--- src/rtl/vga_text_console_if.sv ---
// Memory-side bus of the text console: character buffer read port and font ROM read port.
// Both memories return data one clock after the address is presented.
interface vga_text_console_if #(
   parameter int COL_W  = 7,
   parameter int ROW_W  = 5,
   parameter int FH_W   = 4,
   parameter int FONT_W = 9
);
   logic [ROW_W+COL_W-1:0] char_rd_addr;
   logic [7:0]             char_out;
   logic [8+FH_W-1:0]      font_rd_addr;
   logic [FONT_W-1:0]      font_row;

   modport master (
      output char_rd_addr,
      output font_rd_addr,
      input  char_out,
      input  font_row
   );

   modport slave (
      input  char_rd_addr,
      input  font_rd_addr,
      output char_out,
      output font_row
   );
endinterface

--- src/rtl/vga_text_console.sv ---
// Text-mode VGA engine: raster timing, scrolled character-buffer walk, 3-stage glyph
// fetch pipeline and blinking inverse-video cursor.
module vga_text_console #(
   parameter int H_ACTIVE     = 640,
   parameter int H_FP         = 16,
   parameter int H_SYNC       = 96,
   parameter int H_BP         = 48,
   parameter int V_ACTIVE     = 480,
   parameter int V_FP         = 10,
   parameter int V_SYNC       = 2,
   parameter int V_BP         = 33,
   parameter int FONT_W       = 9,
   parameter int FONT_H       = 16,
   parameter int FH_W         = 4,
   parameter int COLS         = 70,
   parameter int ROWS         = 30,
   parameter int COL_W        = 7,
   parameter int ROW_W        = 5,
   parameter int BLINK_FRAMES = 30,
   parameter logic [11:0] FG  = 12'hFFF,
   parameter logic [11:0] BG  = 12'h000
) (
   input  logic                 clk_25m,
   input  logic                 rst_n,
   input  logic [ROW_W-1:0]     scroll_row,
   input  logic                 cursor_en,
   input  logic [COL_W-1:0]     cursor_col,
   input  logic [ROW_W-1:0]     cursor_row,
   vga_text_console_if.master   mem,
   output logic [3:0]           VGA_R,
   output logic [3:0]           VGA_G,
   output logic [3:0]           VGA_B,
   output logic                 VGA_HS,
   output logic                 VGA_VS,
   output logic                 frame_start
);
   localparam int H_TOTAL = H_ACTIVE + H_FP + H_SYNC + H_BP;
   localparam int V_TOTAL = V_ACTIVE + V_FP + V_SYNC + V_BP;
   localparam int HC_W    = $clog2(H_TOTAL);
   localparam int VC_W    = $clog2(V_TOTAL);
   localparam int HF_W    = $clog2(FONT_W);
   localparam int BF_W    = (BLINK_FRAMES > 1) ? $clog2(BLINK_FRAMES) : 1;
   localparam int RW1     = ROW_W + 1;

   localparam logic [HC_W-1:0]  H_LAST  = HC_W'(H_TOTAL - 1);
   localparam logic [HC_W-1:0]  H_ACT   = HC_W'(H_ACTIVE);
   localparam logic [HC_W-1:0]  HS_BEG  = HC_W'(H_ACTIVE + H_FP);
   localparam logic [HC_W-1:0]  HS_END  = HC_W'(H_ACTIVE + H_FP + H_SYNC);
   localparam logic [VC_W-1:0]  V_LAST  = VC_W'(V_TOTAL - 1);
   localparam logic [VC_W-1:0]  V_ACT   = VC_W'(V_ACTIVE);
   localparam logic [VC_W-1:0]  VS_BEG  = VC_W'(V_ACTIVE + V_FP);
   localparam logic [VC_W-1:0]  VS_END  = VC_W'(V_ACTIVE + V_FP + V_SYNC);
   localparam logic [HF_W-1:0]  HF_LAST = HF_W'(FONT_W - 1);
   localparam logic [FH_W-1:0]  VF_LAST = FH_W'(FONT_H - 1);
   localparam logic [COL_W-1:0] COLS_C  = COL_W'(COLS);
   localparam logic [ROW_W-1:0] ROWS_C  = ROW_W'(ROWS);
   localparam logic [RW1-1:0]   ROWS_S  = RW1'(ROWS);
   localparam logic [BF_W-1:0]  BF_LAST = BF_W'(BLINK_FRAMES - 1);

   logic              run_q;
   logic [HC_W-1:0]   h_cnt;
   logic [VC_W-1:0]   v_cnt;
   logic [HF_W-1:0]   h_font;
   logic [COL_W-1:0]  h_char;
   logic [FH_W-1:0]   v_font;
   logic [ROW_W-1:0]  v_char;

   logic [ROW_W-1:0]  scroll_q;
   logic [COL_W-1:0]  ccol_q;
   logic [ROW_W-1:0]  crow_q;
   logic              cen_q;
   logic [BF_W-1:0]   blink_cnt;
   logic              blink_phase;

   // run_q holds the raster at 0,0 for one cycle after reset so the first
   // frame_start lands in the first cycle after release.
   always_ff @(posedge clk_25m or negedge rst_n) begin
      if (!rst_n) begin
         run_q  <= 1'b0;
         h_cnt  <= '0;
         v_cnt  <= '0;
         h_font <= '0;
         h_char <= '0;
         v_font <= '0;
         v_char <= '0;
      end else begin
         run_q <= 1'b1;
         if (run_q) begin
            if (h_cnt == H_LAST) begin
               h_cnt  <= '0;
               h_font <= '0;
               h_char <= '0;
               if (v_cnt == V_LAST) begin
                  v_cnt  <= '0;
                  v_font <= '0;
                  v_char <= '0;
               end else begin
                  v_cnt <= v_cnt + 1'b1;
                  if (v_font == VF_LAST) begin
                     v_font <= '0;
                     v_char <= v_char + 1'b1;
                  end else begin
                     v_font <= v_font + 1'b1;
                  end
               end
            end else begin
               h_cnt <= h_cnt + 1'b1;
               if (h_font == HF_LAST) begin
                  h_font <= '0;
                  h_char <= h_char + 1'b1;
               end else begin
                  h_font <= h_font + 1'b1;
               end
            end
         end
      end
   end

   assign frame_start = run_q && (h_cnt == '0) && (v_cnt == '0);

   always_ff @(posedge clk_25m or negedge rst_n) begin
      if (!rst_n) begin
         scroll_q    <= '0;
         ccol_q      <= '0;
         crow_q      <= '0;
         cen_q       <= 1'b0;
         blink_cnt   <= '0;
         blink_phase <= 1'b1;
      end else if (frame_start) begin
         scroll_q <= (scroll_row >= ROWS_C) ? '0 : scroll_row;
         ccol_q   <= cursor_col;
         crow_q   <= cursor_row;
         cen_q    <= cursor_en;
         if (blink_cnt == BF_LAST) begin
            blink_cnt   <= '0;
            blink_phase <= ~blink_phase;
         end else begin
            blink_cnt <= blink_cnt + 1'b1;
         end
      end
   end

   // Stage 0: buffer address with scroll wrap, plus per-pixel attributes.
   logic [RW1-1:0]   row_sum;
   logic [ROW_W-1:0] phys_row;
   logic             active0, hs0, vs0, text0, cur0;

   assign row_sum  = {1'b0, v_char} + {1'b0, scroll_q};
   assign phys_row = (row_sum >= ROWS_S) ? ROW_W'(row_sum - ROWS_S) : row_sum[ROW_W-1:0];
   assign mem.char_rd_addr = {phys_row, h_char};

   assign active0 = run_q && (h_cnt < H_ACT) && (v_cnt < V_ACT);
   assign hs0     = !(run_q && (h_cnt >= HS_BEG) && (h_cnt < HS_END));
   assign vs0     = !(run_q && (v_cnt >= VS_BEG) && (v_cnt < VS_END));
   assign text0   = (h_char < COLS_C) && (v_char < ROWS_C);
   assign cur0    = cen_q && blink_phase && (h_char == ccol_q) && (v_char == crow_q);

   logic [HF_W-1:0] hf_d1, hf_d2;
   logic [FH_W-1:0] vf_d1;
   logic            act_d1, act_d2, hs_d1, hs_d2, vs_d1, vs_d2;
   logic            txt_d1, txt_d2, cur_d1, cur_d2;

   always_ff @(posedge clk_25m or negedge rst_n) begin
      if (!rst_n) begin
         hf_d1  <= '0;
         hf_d2  <= '0;
         vf_d1  <= '0;
         act_d1 <= 1'b0;
         act_d2 <= 1'b0;
         hs_d1  <= 1'b1;
         hs_d2  <= 1'b1;
         vs_d1  <= 1'b1;
         vs_d2  <= 1'b1;
         txt_d1 <= 1'b0;
         txt_d2 <= 1'b0;
         cur_d1 <= 1'b0;
         cur_d2 <= 1'b0;
      end else begin
         hf_d1  <= h_font;
         hf_d2  <= hf_d1;
         vf_d1  <= v_font;
         act_d1 <= active0;
         act_d2 <= act_d1;
         hs_d1  <= hs0;
         hs_d2  <= hs_d1;
         vs_d1  <= vs0;
         vs_d2  <= vs_d1;
         txt_d1 <= text0;
         txt_d2 <= txt_d1;
         cur_d1 <= cur0;
         cur_d2 <= cur_d1;
      end
   end

   // Stage 1: char code is back, request its glyph line.
   assign mem.font_rd_addr = {mem.char_out, vf_d1};

   // Stage 2: glyph row is back, pick the pixel and apply cursor inversion.
   logic        pix_bit;
   logic [11:0] rgb_next, rgb_q;

   assign pix_bit = mem.font_row[HF_LAST - hf_d2];

   always_comb begin
      rgb_next = 12'h000;
      if (act_d2) begin
         if (!txt_d2) rgb_next = BG;
         else         rgb_next = (pix_bit ^ cur_d2) ? FG : BG;
      end
   end

   always_ff @(posedge clk_25m or negedge rst_n) begin
      if (!rst_n) begin
         rgb_q  <= 12'h000;
         VGA_HS <= 1'b1;
         VGA_VS <= 1'b1;
      end else begin
         rgb_q  <= rgb_next;
         VGA_HS <= hs_d2;
         VGA_VS <= vs_d2;
      end
   end

   assign VGA_R = rgb_q[11:8];
   assign VGA_G = rgb_q[7:4];
   assign VGA_B = rgb_q[3:0];
endmodule

--- src/flat_wrapper.sv ---
// flat-port wrapper written by rule: the top's interface ports become plain ports
module vga_text_console_flat 
#(
   parameter int H_ACTIVE     = 640,
   parameter int H_FP         = 16,
   parameter int H_SYNC       = 96,
   parameter int H_BP         = 48,
   parameter int V_ACTIVE     = 480,
   parameter int V_FP         = 10,
   parameter int V_SYNC       = 2,
   parameter int V_BP         = 33,
   parameter int FONT_W       = 9,
   parameter int FONT_H       = 16,
   parameter int FH_W         = 4,
   parameter int COLS         = 70,
   parameter int ROWS         = 30,
   parameter int COL_W        = 7,
   parameter int ROW_W        = 5,
   parameter int BLINK_FRAMES = 30,
   parameter logic [11:0] FG  = 12'hFFF,
   parameter logic [11:0] BG  = 12'h000
)
  (clk_25m, rst_n, scroll_row, cursor_en, cursor_col, cursor_row, VGA_R, VGA_G, VGA_B, VGA_HS, VGA_VS, frame_start, mem_char_rd_addr, mem_font_rd_addr, mem_char_out, mem_font_row);
  vga_text_console_if #(.COL_W(COL_W), .ROW_W(ROW_W), .FH_W(FH_W), .FONT_W(FONT_W)) mem_i ();
  input  logic clk_25m;
  input  logic rst_n;
  input  logic [ROW_W-1:0] scroll_row;
  input  logic cursor_en;
  input  logic [COL_W-1:0] cursor_col;
  input  logic [ROW_W-1:0] cursor_row;
  output logic [3:0] VGA_R;
  output logic [3:0] VGA_G;
  output logic [3:0] VGA_B;
  output logic VGA_HS;
  output logic VGA_VS;
  output logic frame_start;
  output wire logic [$bits(mem_i.char_rd_addr)-1:0] mem_char_rd_addr;
  output wire logic [$bits(mem_i.font_rd_addr)-1:0] mem_font_rd_addr;
  input wire logic [$bits(mem_i.char_out)-1:0] mem_char_out;
  input wire logic [$bits(mem_i.font_row)-1:0] mem_font_row;
  assign mem_char_rd_addr = mem_i.char_rd_addr;
  assign mem_font_rd_addr = mem_i.font_rd_addr;
  assign mem_i.char_out = mem_char_out;
  assign mem_i.font_row = mem_font_row;
  vga_text_console #(.H_ACTIVE(H_ACTIVE), .H_FP(H_FP), .H_SYNC(H_SYNC), .H_BP(H_BP), .V_ACTIVE(V_ACTIVE), .V_FP(V_FP), .V_SYNC(V_SYNC), .V_BP(V_BP), .FONT_W(FONT_W), .FONT_H(FONT_H), .FH_W(FH_W), .COLS(COLS), .ROWS(ROWS), .COL_W(COL_W), .ROW_W(ROW_W), .BLINK_FRAMES(BLINK_FRAMES), .FG(FG), .BG(BG)) u_core (.clk_25m(clk_25m), .rst_n(rst_n), .scroll_row(scroll_row), .cursor_en(cursor_en), .cursor_col(cursor_col), .cursor_row(cursor_row), .mem(mem_i), .VGA_R(VGA_R), .VGA_G(VGA_G), .VGA_B(VGA_B), .VGA_HS(VGA_HS), .VGA_VS(VGA_VS), .frame_start(frame_start));
endmodule
--- config.mk ---
export PLATFORM = sky130hd
export DESIGN_NAME = vga_text_console_flat
export DESIGN_NICKNAME = d
export VERILOG_FILES = /design/src/rtl/vga_text_console_if.sv /design/src/rtl/vga_text_console.sv /design/src/flat_wrapper.sv
export SDC_FILE = /design/constraint.sdc
export NUM_CORES = 1
export LEC_CHECK = 0
export ABC_AREA = 1
export CAP_MARGIN = 10
export CORE_ASPECT_RATIO = 0.6
export CORE_MARGIN = 3
export CORE_UTILIZATION = 45
export CTS_CLUSTER_SIZE = 14
export DETAILED_ROUTE_END_ITERATION = 8
export PLACE_DENSITY = 0.66
export SYNTH_ARGS = -nofsm -noshare
export SYNTH_HDL_FRONTEND = slang
export SYNTH_SLANG_ARGS = --single-unit
--- constraint.sdc ---
create_clock -name clk_25m -period 5.86 [get_ports clk_25m]
set_input_delay 1.465 -clock clk_25m [delete_from_list [all_inputs] [get_ports clk_25m]]
set_output_delay 1.465 -clock clk_25m [all_outputs]
set_load 0.01 [all_outputs]
# [Word-level counts from Yosys, hierarchy flattened]
# Index checks and enable logic that the tools add are counted.
[word_totals] regBits=101 in_bits=37 out_inout_bits=39 elab_cells=99
[classes] n_addsub=10 magnitude_cmp=11 n_eq_ne=7 n_mux=18 bitwise=2 reduce_logical=22
[ops] operator="$mux 12" n=3
[ops] operator="$mux 5" n=5
[ops] operator="$add 10x1->10 const B" n=2
[ops] operator="$eq 10x10->1 const B" n=2
[ops] operator="$logic_not 10->1" n=2
[ops] operator="$lt 10x10->1 const B" n=2
[ops] operator="$lt 10x9->1 const B" n=2
[ops] operator="$mux 10" n=2
[ops] operator="$mux 4" n=4
[ops] operator="$mux 7" n=2
[ops] operator="$logic_and 1x1->1" n=12
[ops] operator="$add 5x1->5 const B" n=2
[ops] operator="$ge 10x10->1 const B" n=1
[ops] operator="$ge 10x9->1 const B" n=1
[ops] operator="$add 4x1->4 const B" n=2
[ops] operator="$eq 4x4->1 const B" n=2
[ops] operator="$add 7x1->7 const B" n=1
[ops] operator="$eq 7x7->1" n=1
[ops] operator="$lt 7x7->1 const B" n=1
[ops] operator="$add 5x5->6" n=1
[ops] operator="$ge 6x5->1 const B" n=1
[ops] operator="$reduce_and 2->1" n=3
[ops] operator="$eq 5x5->1" n=1
[ops] operator="$eq 5x5->1 const B" n=1
[ops] operator="other kinds (12)" n=14

# [Longest topological paths before layout]
# Gate-level depths: netlist of the first run.
[logic_depth] ltp_word=7 depth_mapped=11 depth_no_buf=11

# [Worst setup path before layout of the first run]
# Ideal clock, no wire load.
[synth_timing] kind="register to output" start="register u_core.v_char[0]" end="output port mem_char_rd_addr[10]" arrival_time_ns=1.808 required_time_ns=4.395 path_slack_ns=2.587 stages_incl_launch_ff=11 n_path_buf=0 path_cell_list="dfrtp_1 ha_1 inv_1 fa_1 nand3b_1 nand2_1 xor2_1 nand3_1 nand2_1 nand2_1 nand2_1"
[synth_between] elab_chain_len=3
[synth_lines] element="start, declared" line="vga_text_console.sv:66" text="logic [ROW_W-1:0] v_char;"
[synth_lines] element="start signal, assigned" line="vga_text_console.sv:101" text="v_char <= v_char + 1'b1;"
[synth_lines] element="$add 5x5->6 *" line="vga_text_console.sv:148" text="assign row_sum = {1'b0, v_char} + {1'b0, scroll_q};"
[synth_lines] element="$sub 5x5->5 / $ge 6x5->1 (equally long branches)" line="vga_text_console.sv:149" text="assign phys_row = (row_sum >= ROWS_S) ? ROW_W'(row_sum - ROWS_S) : row_sum[ROW_W-1:0];"
[synth_lines] element="$mux 5 *" line="vga_text_console.sv:149"
[synth_lines] element="end, declared" line="flat_wrapper.sv:37" text="output wire logic [$bits(mem_i.char_rd_addr)-1:0] mem_char_rd_addr;"
# Every way passes the cells marked *; elsewhere a longest branch is shown, timed or not.

# [Worst setup path in the final report of the first run]
[layout_timing] start="register u_core.v_char[0]" end="output port mem_char_rd_addr[8]"
# The elaborated chain is that of the path after synthesis.

==> results of run 1 <==
## path summary, 6_finish.rpt
check | end | slack [ns] | depth (start not counted)
max | mem_char_rd_addr[8] | 1.56 | 11
min | u_core.hf_d2[3] | 0.35 | 0
max reg2reg | u_core.v_cnt[4] | 3.90 | 6
min reg2reg | u_core.hf_d2[3] | 0.35 | 0
max in group asynchronous | u_core.v_char[1] | 3.76 | 2
min in group asynchronous | u_core.run_q | 1.05 | 1
## flip-flops by register name (all words and copies together), names as in the netlist, 4 cells and up
| register | flops |
|---|---|
| u_core.h_cnt | 10 |
| u_core.v_cnt | 10 |
| u_core.ccol_q | 7 |
| u_core.h_char | 7 |
| u_core.blink_cnt | 5 |
| u_core.crow_q | 5 |
| u_core.scroll_q | 5 |
| u_core.v_char | 5 |
| u_core.h_font | 4 |
| u_core.hf_d1 | 4 |
| u_core.hf_d2 | 4 |
| u_core.v_font | 4 |
| u_core.vf_d1 | 4 |
## area by class of cell
type / count / area share
clock buffer: 11 / 0.04317
clock inverter: 5 / 0.01047
inverter: 77 / 0.04937
multi-input combinational: 389 / 0.3768
sequential: 90 / 0.3862
tap: 139 / 0.02971
timing repair buffer: 62 / 0.1043
## placed cells by master, fill, tap and decap left out, drive strengths merged, types with 3 or more instances in the layout
master         instances
nor2                  31
buf                    4
dfstp                  7
or2                    5
clkinvlp               3
o21ai                 36
ha                    18
xor2                  23
dfrtp                 83
inv                   77
xnor2                  4
nand2                143
nor3                  13
clkbuf                11
clkdlybuf4s50         58
nand3                 63
a21oi                 14
nor4                   3
nand3b                 4
nand4                 14
## metrics by stage
step	setup slack [ns]	hold slack (ns)	total power [mW]	cell area [um2]
3_3_place_gp	2.010	0.3329	1.502	5540
5_1_grt	1.288	0.3519	2.264	5854
2_1_floorplan	2.587	0.3312	1.332	4979
3_5_place_dp	1.918	0.3347	1.521	5540
4_1_cts	1.538	0.3490	2.129	5854
6_report	1.560	0.3475	2.110	5854
## critical path, delay by kind of cell, from the launching register on
family                   cells  cell delay, ns
XOR/XNOR                     1            0.19
AND/OR/NAND/NOR              6            0.69
flip-flops                   1            0.42
buffers and inverters        2            0.58
adder cells (fa/ha/maj)      2            0.61
## per-layer routing
| layer | vias up | wire length, um | track usage |
|---|---|---|---|
| met3 | 15 | 611 | 0.04224 |
| met4 | 0 | 147 | 0.04965 |
| met5 | - | 0 | 0 |
| li1 | 1975 | - | - |
| met1 | 1830 | 5316 | 0.2618 |
| met2 | 101 | 4088 | 0.2528 |
## cells by family (layout without fill, tap and decap cells)
logic type	count (synthesis)	count (layout)	synth area share
flip-flops	90	90	0.4541
XOR/XNOR	27	27	0.04750
buffers and inverters	105	155	0.1028
other	1	1	0.0007532
AO/OA/AOI/OAI	65	65	0.08067
adder cells (fa/ha/maj)	19	19	0.04926
AND/OR/NAND/NOR	277	277	0.2649
## power by group
group	total, mW	leakage [nW]	switching, mW	internal, mW
sequential	0.889	1.15	0.131	0.759
combinational	0.626	1.51	0.324	0.302
clock	0.594	0.144	0.239	0.355
total	2.11	2.80	0.694	1.42
==> flow_summary_export.csv, run 1 <==
group,metric,value,unit
status,status,"completed",
floorplanning,die_x,141.8,um
setup_path,critPathMaxStageDelay,0.52,ns
timing,final.min_clock_period,4.300,ns
min_path,hp-class,"flip-flop to flip-flop",
place,port_buffers,59,
timing,slew_headroom,0.5168,
timing,rsz0062_at_grt,"no",
setup_path,crit_chain,"ha_1, inv_1, fa_1, nand3b_1, nand2_1, xor2_1, nand3_1, nand2_1, nand2_1, nand2_1, clkdlybuf4s50_1",
min_path,min-delay-start,"u_core.hf_d1[3]",
synthesis,yosys-top-cells-count,"nand2_1, dfrtp_1, inv_1",
clock_network,cts_hold_buffers,0,
synthesis,netlist.area_leader.share,0.4172,
timing,finalHoldViolCount,0,
clock_network,clock_path_buffers,2,
detailed_routing,wire_per_inst,13.15,um
global_routing,grt_max_degree,60,
setup_path,path_max_fanout,5,
synthesis,async_reset_ff_frac,1.000,
global_routing,grt_pass1_vias,3675,
pwr,leakage,2.801,nW
detailed_routing,firstDrtPassIters,5,
setup_path,worst_path_most_repeated_cell,"nand2_1",
synthesis,yosysWarnings,0,
finish,drive_above_1_share,0.1041,
timing,finalCritPeriodShare,0.7337,
detailed_routing,drtIter0Drc,191,
setup_path,path_class,"flip-flop to output port",
synthesis,syn_area,4979,um2
clock_network,cts-root-buf,"clkbuf_16",
floorplanning,die_height,87.48,um
clock_network,path_clk_slew,0.07,ns
detailed_routing,routed_wl,10.16,mm
clock_network,clkLatencyLatePin,0.34,ns
place,globalplace.congestion,0.8855,
finish,n_antenna_cell,0,
synthesis,synth_cell_type_count,50,
clock_network,cts_tree,"built",
finish,finish.utilization,0.5488,
floorplanning,ioPinCount,76,
setup_path,crit_arrival,2.83,ns
synthesis,avgSynthCellArea,8.525,um2
timing,finalSetupTns,0,ns
setup_path,slowest_stage,"clkdlybuf4s50_1",
clock_network,numCtsBuffers,9,
timing,finalSetupViolations,0,
timing,finalClockSkew,0.007380,ns
floorplanning,initial_utilization,0.4667,
detailed_routing,post-route-drc-count,0,
timing,fmax,0.2326,GHz
synthesis,synth_fp_nets,640,
detailed_routing,vias,3921,
setup_path,endpoint_kind,"output port",
global_routing,overflow,0,
finish,regArea,2261,um2
synthesis,synth_top_area_cell,"dfrtp_1",
finish,fillers,961,
detailed_routing,via_per_inst,5.072,
pwr,p_per_area,360.4,nW/um2
floorplanning,dieArea,12400,um2
clock_network,cts_resized,0,
setup_path,start_kind,"flip-flop",
floorplanning,core,10670,um2
pwr,vdd.ir_drop.worst,0.2297,mV
timing,finalMaxSlewViolations,0,
flow_run,drv_cap,0,
place,hpwl,7.644,mm
synthesis,synth_edf_count,0,
global_routing,track_usage,0.1751,
global_routing,antenna_found_initial,0,
finish,multiInputGateArea,2206,um2
floorplanning,rows,29,
clock_network,cts_setup_buffers,0,
finish,instances_no_fill,773,
clock_network,htreeDepth,3,
detailed_routing,ant_nets,0,
finish,final_nets,685,
finish,synthToLayoutAreaGrowth,17.59,%
place,dpl.cell_count,757,
setup_path,worstPathRequired,4.39,ns
global_routing,grt_pass1_wl,17.34,mm
synthesis,synth.yosys.seq_area_share,0.4541,
timing,worstMarginPinSlew,0.7209,ns
synthesis,yosysMostFrequentCell,"nand2_1",
synthesis,syn_inst,584,
synthesis,yosys-top-cells-area,"dfrtp_1, nand2_1, nand3_1",
setup_path,rr_startpoint,"u_core.run_q",
clock_network,cts.sinks,90,
setup_path,crit_start,"u_core.v_char[0]",
synthesis,ys_ff_latch,90,
synthesis,synthFlopType,"dfrtp_1",
Power figures use the tool's default switching activity.
==> run 2, diff against run 1 <==
==> constraint.sdc (replaced) <==
create_clock -name clk_25m -period 4.45 [get_ports clk_25m]
set_input_delay 1.1125 -clock clk_25m [delete_from_list [all_inputs] [get_ports clk_25m]]
set_output_delay 1.1125 -clock clk_25m [all_outputs]
set_load 0.01 [all_outputs]
==> flow_summary_export.csv, run 2 (synthesized netlist as in run 1, its figures left out) <==
group,metric,value,unit
detailed_routing,drtIter0Drc,242,
timing,final.min_clock_period,3.940,ns
setup_path,start_kind,"flip-flop",
timing,finalSetupTns,0,ns
place,hpwl,7.676,mm
floorplanning,ioPinCount,76,
clock_network,cts_hold_buffers,0,
place,dpl.cell_count,758,
timing,finalCritPeriodShare,0.8853,
timing,rsz0062_at_grt,"no",
global_routing,grt_pass1_wl,17.56,mm
setup_path,critPathMaxStageDelay,0.52,ns
clock_network,path_clk_slew,0.06,ns
timing,worst_hold_slack,0.3480,ns
setup_path,path_delay_family,"simple AND/OR/NAND/NOR gates",
clock_network,cts_resized,0,
finish,final_nets,686,
place,port_buffers,59,
setup_path,slowest_stage,"clkdlybuf4s50_1",
setup_path,path_max_fanout,5,
pwr,p_per_area,463.4,nW/um2
pwr,vdd.ir_drop.worst,0.2702,mV
clock_network,cts_setup_buffers,0,
min_path,min-delay-start,"u_core.hf_d1[3]",
setup_path,endpoint_kind,"output port",
finish,finish.utilization,0.5461,
setup_path,crit_start,"u_core.v_char[0]",
detailed_routing,ant_nets,0,
setup_path,critPathBufInv,2,
place,place_area,5548,um2
floorplanning,die_height,87.48,um
finish,instances_no_fill,774,
detailed_routing,via_per_inst,5.036,
finish,reg.largest.list,"u_core.h_cnt: 10 flops, u_core.v_cnt: 10 flops",
min_path,hp-class,"flip-flop to flip-flop",
timing,finalMaxSlewViolations,0,
timing,finalClockSkew,0.008901,ns
global_routing,track_usage,0.1769,
floorplanning,die_x,141.8,um
global_routing,grt_max_degree,67,
min_path,holdPathEnd,"u_core.hf_d2[3]",
status,status,"completed",
clock_network,cts_tree,"built",
timing,finalSetupViolations,0,
setup_path,crit_chain,"ha_1, inv_1, fa_1, nand3b_1, nand2_1, xor2_1, nand3_1, nand2_1, nand2_1, nand2_1, clkdlybuf4s50_1",
finish,synthToLayoutAreaGrowth,17.01,%
finish,n_antenna_cell,0,
clock_network,numCtsBuffers,9,
detailed_routing,wire_per_inst,13.18,um
clock_network,clock_path_buffers,2,
setup_path,rr_startpoint,"u_core.run_q",
clock_network,htreeDepth,3,
global_routing,grt_pass1_vias,3627,
detailed_routing,routed_wl,10.20,mm
pwr,leakage,2.797,nW
setup_path,path_class,"flip-flop to output port",
setup_path,rrSetupSlack,2.36,ns
setup_path,r2r-end,"u_core.v_cnt[4]",
finish,finalInstanceArea,5826,um2
pwr,total_power,2.699,mW
timing,slew_headroom,0.4552,
finish,final_common_cell,"nand2_1",
clock_network,clkLatencyLatePin,0.34,ns
flow_run,drv_cap,0,
timing,fmax,0.2538,GHz
global_routing,antenna_found_initial,0,
setup_path,worstPathRequired,3.34,ns
setup_path,reg2reg_depth,6,
detailed_routing,vias,3898,
clock_network,cts-root-buf,"clkbuf_16",
floorplanning,core,10670,um2
detailed_routing,post-route-drc-count,0,
timing,finalHoldViolCount,0,
place,globalplace.congestion,0.8786,
finish,drive_above_1_share,0.1055,
setup_path,worst_path_most_repeated_cell,"nand2_1",
floorplanning,initial_utilization,0.4667,
place,dpl_worst_slack,0.8699,ns
setup_path,crit_arrival,2.83,ns
timing,fin_ws,0.5103,ns
detailed_routing,firstDrtPassIters,4,
floorplanning,dieArea,12400,um2
min_path,hold-path-cell-count,0,
global_routing,overflow,0,
timing,worstMarginPinSlew,0.8172,ns
floorplanning,rows,29,
clock_network,cts.sinks,90,
finish,layout_common_cells,"nand2_1, dfrtp_1, inv_1",
## run 2: cell types whose count changed in the layout (fill, tap and decap cells not counted), sizes merged
cell      previous run  this run
inv                 77        78
bufinv               1         0
clkinv               1         5
clkbuf              11         9
clkinvlp             3         1
buf                  4         5
## run 2: final cells by class
class                      instances  area (um2)
sequential                        90        2261
inverter                          77       289.0
multi-input combinational        389        2206
tap                              139       173.9
fill                             982        4842
clock buffer                       9       225.2
timing repair buffer              63       618.1
clock inverter                     7       52.55
## run 2: routing by layer
metal  global-route usage  share of wire  vias to the layer above
met5                    0              0                        -
met4              0.04530          0.010                        0
met3              0.04059          0.054                       10
met2               0.2481           0.40                       99
met1               0.2738           0.53                     1815
li1                     -              -                     1974
## run 2: worst reg2reg max path: cells and delay by family, from the launching register on
family | cells | cell delay (ns)
flops | 1 | 0.44
buf+inv | 2 | 0.46
simple gates | 4 | 1.09
## run 2: report_power, final
group	leakage [nW]	total (mW)	switching, mW	internal [mW]
registers	1.15	1.17	0.170	0.999
clock network	0.136	0.703	0.321	0.382
logic	1.52	0.828	0.428	0.399
## run 2: how the worst max path moves through the flow
stage                      endpoint  slack (ns)  cells past startpoint
2_1_floorplan  mem_char_rd_addr[10]        1.53                     10
3_3_place_gp    mem_char_rd_addr[9]        0.96                     11
3_5_place_dp    mem_char_rd_addr[9]        0.87                     11
4_1_cts         mem_char_rd_addr[9]        0.49                     11
5_1_grt        mem_char_rd_addr[10]        0.30                     11
6_report       mem_char_rd_addr[10]        0.51                     11
==> run 3, diff against run 2 <==
--- a/config.mk
+++ b/config.mk
@@ -13,6 +13,7 @@
 export CTS_CLUSTER_SIZE = 14
 export DETAILED_ROUTE_END_ITERATION = 8
 export PLACE_DENSITY = 0.66
+export SETUP_SLACK_MARGIN = 0.2
 export SYNTH_ARGS = -nofsm -noshare
 export SYNTH_HDL_FRONTEND = slang
 export SYNTH_SLANG_ARGS = --single-unit
==> results of run 3 <==
No change in the layout: final DEF, timing and power equal those of run 2.
